**src/rtl/writeback_merge.sv**
```systemverilog
// Writeback stage owning the register-file write port: merges single-cycle ALU
// results (priority) with queued long-latency results, with starvation relief.
module writeback_merge #(
    parameter int DEPTH      = 2,
    parameter int STARVE_MAX = 4
) (
    input  logic                     clk,
    input  logic                     rst,
    input  logic                     alu_valid,
    input  logic [4:0]               alu_rd,
    input  logic [31:0]              alu_data,
    output logic                     stall_alu,
    input  logic                     mc_valid,
    output logic                     mc_ready,
    input  logic [4:0]               mc_rd,
    input  logic [31:0]              mc_data,
    output logic                     reg_we,
    output logic [4:0]               destreg_num,
    output logic [31:0]              write_value,
    output logic [$clog2(DEPTH):0]   pending
);
    localparam int PW = $clog2(DEPTH);
    localparam int CW = PW + 1;
    localparam int SW = $clog2(STARVE_MAX + 1);

    // Handshakes: a transfer happens on a rising edge where valid is high and
    // the matching ready (mc_ready, or !stall_alu for the ALU) is high.
    logic [DEPTH-1:0] live_q, live_d;
    logic [4:0]       rd_q   [DEPTH];
    logic [31:0]      data_q [DEPTH];
    logic [PW-1:0]    wr_ptr_q, rd_ptr_q;
    logic [CW-1:0]    count_q, count_d;
    logic [SW-1:0]    starve_q, starve_d;
    logic             we_q, we_d;
    logic [4:0]       wrd_q, wrd_d;
    logic [31:0]      wdata_q, wdata_d;

    logic empty, alu_wr, push, pop;

    always_comb begin
        empty     = (count_q == '0);
        stall_alu = (starve_q == SW'(STARVE_MAX)) && !empty;
        mc_ready  = (count_q < CW'(DEPTH));
        alu_wr    = alu_valid && !stall_alu && (alu_rd != 5'd0);
        push      = mc_valid && mc_ready;
        pop       = stall_alu || (!alu_wr && !empty);
    end

    always_comb begin
        we_d    = 1'b0;
        wrd_d   = wrd_q;
        wdata_d = wdata_q;
        if (pop) begin
            we_d    = live_q[rd_ptr_q];
            wrd_d   = rd_q[rd_ptr_q];
            wdata_d = data_q[rd_ptr_q];
        end else if (alu_wr) begin
            we_d    = 1'b1;
            wrd_d   = alu_rd;
            wdata_d = alu_data;
        end
    end

    // The ALU result is younger than anything queued, so it kills older writes
    // to the same register, including one arriving this very cycle.
    always_comb begin
        live_d = live_q;
        if (alu_wr) begin
            for (int i = 0; i < DEPTH; i++) begin
                if (rd_q[i] == alu_rd) live_d[i] = 1'b0;
            end
        end
        if (push) live_d[wr_ptr_q] = (mc_rd != 5'd0) && !(alu_wr && (mc_rd == alu_rd));
    end

    always_comb begin
        count_d = count_q;
        case ({push, pop})
            2'b10:   count_d = count_q + CW'(1);
            2'b01:   count_d = count_q - CW'(1);
            default: count_d = count_q;
        endcase
        starve_d = starve_q;
        if (pop || empty)  starve_d = '0;
        else if (alu_wr)   starve_d = starve_q + SW'(1);
    end

    always_ff @(posedge clk) begin
        if (rst) begin
            live_q   <= '0;
            wr_ptr_q <= '0;
            rd_ptr_q <= '0;
            count_q  <= '0;
            starve_q <= '0;
            we_q     <= 1'b0;
            wrd_q    <= 5'd0;
            wdata_q  <= 32'd0;
        end else begin
            live_q   <= live_d;
            count_q  <= count_d;
            starve_q <= starve_d;
            we_q     <= we_d;
            wrd_q    <= wrd_d;
            wdata_q  <= wdata_d;
            if (push) begin
                rd_q[wr_ptr_q]   <= mc_rd;
                data_q[wr_ptr_q] <= mc_data;
                wr_ptr_q         <= wr_ptr_q + PW'(1);
            end
            if (pop) rd_ptr_q <= rd_ptr_q + PW'(1);
        end
    end

    assign reg_we      = we_q;
    assign destreg_num = wrd_q;
    assign write_value = wdata_q;
    assign pending     = count_q;
endmodule

```
**config.mk**
```make
export PLATFORM = sky130hd
export DESIGN_NAME = writeback_merge
export DESIGN_NICKNAME = d
export VERILOG_FILES = /design/src/rtl/writeback_merge.sv
export SDC_FILE = /design/constraint.sdc
export NUM_CORES = 1
export LEC_CHECK = 0
export BUFFER_PORTS_ARGS = -buffer_cell sky130_fd_sc_hd__buf_2
export CAP_MARGIN = 20
export CORE_ASPECT_RATIO = 1.25
export CORE_MARGIN = 4
export CORE_UTILIZATION = 55
export CTS_CLUSTER_SIZE = 25
export DETAILED_ROUTE_END_ITERATION = 10
export GPL_TIMING_DRIVEN = 1
export PLACE_DENSITY = 0.78
export SYNTH_ARGS = -nofsm -noshare
export SYNTH_HDL_FRONTEND = slang
export SYNTH_SLANG_ARGS = --single-unit
export TNS_END_PERCENT = 30
```
**constraint.sdc**
```tcl
create_clock -name clk -period 7.7 [get_ports clk]
set_input_delay 1.54 -clock clk [delete_from_list [all_inputs] [get_ports clk]]
set_output_delay 1.54 -clock clk [all_outputs]
set_load 0.05 [all_outputs]
```
======== Word level (Yosys, flattened, before mapping) ========
Memory sizes are Yosys's and may differ from the RTL's. A register that Yosys moved wholly into a read port is not among the register bits.
Cells that the tools add are included.
storage, ports and cells
  flip-flop bits (word level) ............. 47
  bits in writable memories ............... 74
  bits of input ports ..................... 78
  output and inout port bits .............. 42
  logic and storage cells ................. 68
  memories kept ........................... 2
operators by class
  add/sub/neg operators ................... 5
  magnitude comparators ................... 4
  eq/ne operators ......................... 6
  mux-type cells .......................... 23
  reductions and logical operators ........ 20
memories
  memory  depth  bits a word  rd ports  clocked after memory_dff  wr ports  RTL line  text
  data_q  2      32           1         1                         1         30        logic [31:0] data_q [DEPTH];
  rd_q    2      5            3         1                         1         29        logic [4:0] rd_q [DEPTH];
operator list
  operator                                                               number
  32-bit two-way mux                                                     2
  5-bit == test                                                          3
  1-bit two-way mux                                                      14
  5-bit two-way mux                                                      2
  5-bit nonzero test                                                     2
  1-bit logical AND                                                      8
  1-bit zero test                                                        4
  1-bit by 2-bit < comparator with 1-bit output (second input constant)  2
  2-bit two-way mux                                                      2
  2-bit case mux with 2 select lines                                     1
  2-bit nonzero test                                                     2
  3-bit by 1-bit adder with 3-bit output (second input constant)         1
  3-bit == test (second input constant)                                  1
  1-bit adder (second input constant)                                    2
  2-bit by 1-bit adder with 2-bit output (second input constant)         1
  2-bit bitwise mux                                                      1
  2-bit by 1-bit == test with 1-bit output (second input constant)       1
  2-bit == test (second input constant)                                  1
  2-bit zero test                                                        1
  1-bit logical OR                                                       2
  2-bit < comparator (second input constant)                             1
  2-bit OR reduction                                                     1
  2-bit by 1-bit subtractor with 2-bit output (second input constant)    1
  1-bit demux with 1-bit select                                          1
  1-bit >= comparator (second input constant)                            1

======== Depth between registers and ports, before layout ========
  word-level depth ........................ 11
  mapped depth ............................ 10
  mapped depth without buffers ............ 9

======== Worst setup path after synthesis ========
No wires, ideal clock.
  path kind ............................... in2reg
  start point ............................. in rst
  end point ............................... mem data_q[0][0] (enable)
  setup time .............................. 0.477 ns
  data arrival time ....................... 4.335 ns
  data required time ...................... 7.223 ns
  path slack .............................. 2.888 ns
  stages on the path ...................... 2
  path buffers ............................ 1
  path through ............................ clkbuf_1 -> nor3_1
on the way
  cells in the longest elaborated chain, start to end .. 2
RTL lines
  element                                  RTL line  text
  start, declared                          8         input logic rst,
  1-bit two-way mux                        89        if (rst) begin
  1-bit two-way mux (implied by the code)  107       data_q[wr_ptr_q] <= mc_data;
  end, declared                            30
Every way passes these cells.

======== Worst setup path in the final report ========
  start point ............................. in alu_rd[0]
  end point ............................... reg wdata_q[18], in the netlist write_value[18]
on the way
  cells in the longest elaborated chain, start to end .. 6
  elaborated cells on any way between the ends .. 7
  those cells by class .................... 1 x mux; 6 x reduce/logical
RTL lines
  element                                                   RTL line  text
  start, declared                                           10        input logic [4:0] alu_rd,
  5-bit nonzero test *                                      44        alu_wr = alu_valid && !stall_alu && (alu_rd != 5'd0);
  1-bit logical AND *                                       44
  1-bit zero test                                           46        pop = stall_alu || (!alu_wr && !empty);
  1-bit logical AND                                         46
  1-bit logical OR                                          46
  32-bit two-way mux or 2-bit nonzero test (tied branches)  --
  end signal, assigned                                      104       wdata_q <= wdata_d;
  end, declared                                             36        logic [31:0] wdata_q, wdata_d;
Every way passes the cells marked *; elsewhere a longest branch is shown, timed or not.
A chain may end at the register's enable or synchronous reset.

==> impl_metrics.py <==
metrics = {
    "outcome": {
        "outcome": "complete, no violations",
    },
    "detailed_routing": {
        "drt-pass1-iter-count": 5,
        "routed_wl_mm": 12.5,
        "vias": 3929,
        "drt_drc_violations_left": 0,
        "ant_nets": 0,
        "wl_per_cell_um": 19.1,
        "drt_iter0_markers": 278,
        "via_per_inst": 5.97,
    },
    "global_routing": {
        "antenna_found_initial": 0,
        "grt-ovfl-total": 0,
        "grt_max_degree": 46,
        "grt_pass1_wl_mm": 19.3,
        "grt.total_usage_pct": 23.4,
        "first_global_vias": 3986,
    },
    "min_path": {
        "hold_path.class": "flop to flop",
    },
    "worst_setup_path": {
        "cp_slowest_cell": "o311ai_4",
        "rr_worst_depth": 8,
        "required_ns": 7.99,
        "reg2reg_slack_ns": 5.33,
        "path_buf_inv": 2,
        "critPathMaxFanout": 19,
        "endpoint": "write_value[18]$_SDFFE_PP0P_",
        "startpoint": "alu_rd[0]",
        "arrival_ns": 3.81,
        "startpoint_type": "input pin",
        "cp_top_family": "compound AO/OA/AOI/OAI gates",
        "max_stage_delay_ns": 0.72,
        "path_cells": "buf_2, or3_4, o311ai_4, buf_4, a21oi_1, o32ai_1",
        "crit_cells": 6,
        "worstReg2RegStart": "starve_q[0]$_SDFFE_PP0P_",
        "critPathCaptureType": "flop",
        "critical_path_class": "input pin to flop",
        "timing.rr.end": "pending[1]$_SDFFE_PP0P_",
    },
    "clock_tree": {
        "clock-root-buffer": "clkbuf_16",
        "htreeDepth": 4,
        "clk_pin_slew_ns": 0.05,
        "clk_latency_ns": 0.41,
        "cts-resized-gates": 0,
        "postCtsHoldBufs": 0,
        "cts_sinks": 122,
        "post_cts_buffers": 0,
        "clock_path_buffers": 2,
        "numCtsBuffers": 17,
        "cts_tree": "done",
    },
    "logic_synthesis": {
        "yosysMostFrequentCell": "edfxtp_1",
        "post-synth-top-area-fraction_pct": 42.4,
        "synth_area_mm2": 0.00524,
        "avgSynthCellArea_um2": 12.8,
        "synth-edff-count": 74,
        "yosysWarnings": 0,
        "synth_area_leaders": "edfxtp_1 42%, dfxtp_1 18%, o32ai_1 5.7%",
        "synth_common_cells": "74 x edfxtp_1, 48 x dfxtp_1, 40 x a21oi_1",
        "async_reset_ff_share_pct": 0,
        "synth_area_leader_cell": "edfxtp_1",
        "synth_cell_types": 44,
        "synth_ff_type": "edfxtp_1",
        "synthCells": 408,
        "synthesis.nets": 489,
        "synth_seq_cells": 122,
        "seq_area_frac_synth_pct": 60.8,
    },
    "place": {
        "gp_congestion": 0.830,
        "placed_cells": 625,
        "hpwl_mm": 8.15,
        "port_buffers": 119,
    },
    "final_layout": {
        "multi_input_area_mm2": 0.00169,
        "drive_gt1_share_pct": 34.8,
        "layout.cells.non_filler": 658,
        "antennaDiodeCount": 0,
        "fill_cells": 661,
        "final_nets": 603,
        "syn2layout_area_growth_pct": 23.1,
        "layout.area.seq_mm2": 0.00318,
    },
    "sta": {
        "slew_violations": 0,
        "clock.fmax_mhz": 284,
        "setup_viol": 0,
        "hold_viol": 0,
        "tightest_slew_ns": 0.847,
        "finalCritPeriodShare_pct": 45.7,
        "fin_setup_tns_ns": 0,
        "rsz0062_at_grt": "false",
        "slew_headroom_pct": 43.4,
        "period_minus_slack_ns": 3.52,
        "skew_ns": 0.00741,
    },
    "floorplan": {
        "initial_core_util_pct": 56.8,
        "die_h_um": 117,
        "pin_count": 120,
        "core_area_mm2": 0.00922,
        "dieArea_mm2": 0.0112,
        "fp-row-count": 39,
        "fp.dieW_um": 95.3,
    },
    "pwr": {
        "pwr_density_cell_mw_per_mm2": 373,
        "p_leak_nw": 2.42,
        "p_total_mw": 2.40,
        "ir_drop_v": 0.000223,
    },
    "flow_run": {
        "maxCapViolations": 0,
    },
}
layout make-up:
class,count,share of cell area (%)
Clock inverter,10,1.34
Inverter,39,2.27
Tap cell,123,2.39
Sequential cell,122,49.4
Multi-Input combinational cell,215,26.2
Timing Repair Buffer,127,10.4
Clock buffer,22,8.02
cell families after synthesis:
logic type               synth area share [%]
multiplexers                             1.46
buffers and inverters                    7.26
flip-flops                               60.8
adder cells (fa/ha/maj)                 0.717
AND/OR/NAND/NOR                          7.41
XOR/XNOR                                 3.01
AO/OA/AOI/OAI                            19.4
how the worst min path moves through the flow:
stage,startpoint,to,depth (start not counted)
global route,write_value[0]$_SDFFE_PP0P_,write_value[0]$_SDFFE_PP0P_,2
global placement,write_value[24]$_SDFFE_PP0P_,write_value[24]$_SDFFE_PP0P_,2
detailed placement,write_value[29]$_SDFFE_PP0P_,write_value[29]$_SDFFE_PP0P_,2
finish,write_value[29]$_SDFFE_PP0P_,write_value[29]$_SDFFE_PP0P_,2
CTS,write_value[29]$_SDFFE_PP0P_,write_value[29]$_SDFFE_PP0P_,2
floorplan,starve_q[0]$_SDFFE_PP0P_,starve_q[0]$_SDFFE_PP0P_,1
registers in the layout, indices dropped and copies added, names as in the netlist, named ones only:
| name | count |
|---|---|
| data_q | 64 |
| write_value | 32 |
| rd_q | 10 |
| destreg_num | 5 |
| starve_q | 3 |
| live_q | 2 |
| pending | 2 |
| rd_ptr_q | 1 |
| reg_we | 1 |
| wr_ptr_q | 1 |
where the power goes:
group	switching [mW]	internal (mW)
combinational	0.524	0.212
clock	0.274	0.505
sequential	0.0787	0.808
total	0.877	1.53
layout by cell type, fill, tap and decap left out, types with 4 or more instances in the layout:
cell type,n
clkinv_2,4
nand3_1,8
xnor2_1,11
nor4_1,5
dfxtp_1,47
edfxtp_1,74
mux2_2,5
nor2_1,5
clkbuf_16,19
a32oi_1,5
xor2_1,7
o32ai_1,34
buf_4,7
a2111oi_0,23
inv_1,39
buf_2,119
a21oi_1,40
a2111oi_2,9
o21ai_0,4
nor2b_1,27
metal layers:
layer  wire length [µm]  track usage, %  vias to the layer above
met5                  0               0                        -
met4                444            12.6                        0
met3                976            6.14                       47
met2               6510            39.7                      216
met1               4610            26.9                     1866
li1                   -               -                     1800
metrics by stage:
| stage | setup WS (ns) | util [%] | hold WS (ns) | cell area (µm²) |
|---|---|---|---|---|
| 4_1_cts | 4.26 | 69.7 | 0.453 | 6420 |
| 3_5_place_dp | 3.92 | 63.1 | 0.445 | 5820 |
| 5_1_grt | 4.11 | 69.9 | 0.471 | 6440 |
| 3_3_place_gp | 4.05 | 63.1 | 0.441 | 5820 |
| 2_1_floorplan | 2.89 | - | 0.432 | 5240 |
| 6_report | 4.18 | 69.9 | 0.453 | 6440 |
worst register-to-register path, stage by stage (launching register included):
cell,delay [ns]
dfxtp_1,0.36
inv_1,0.07
ha_1,0.24
nand2_1,0.16
o311a_4,0.53
nor2_1,0.09
ha_1,0.33
or3_1,0.37
a21oi_1,0.16
(Power assumes the default switching activity.)
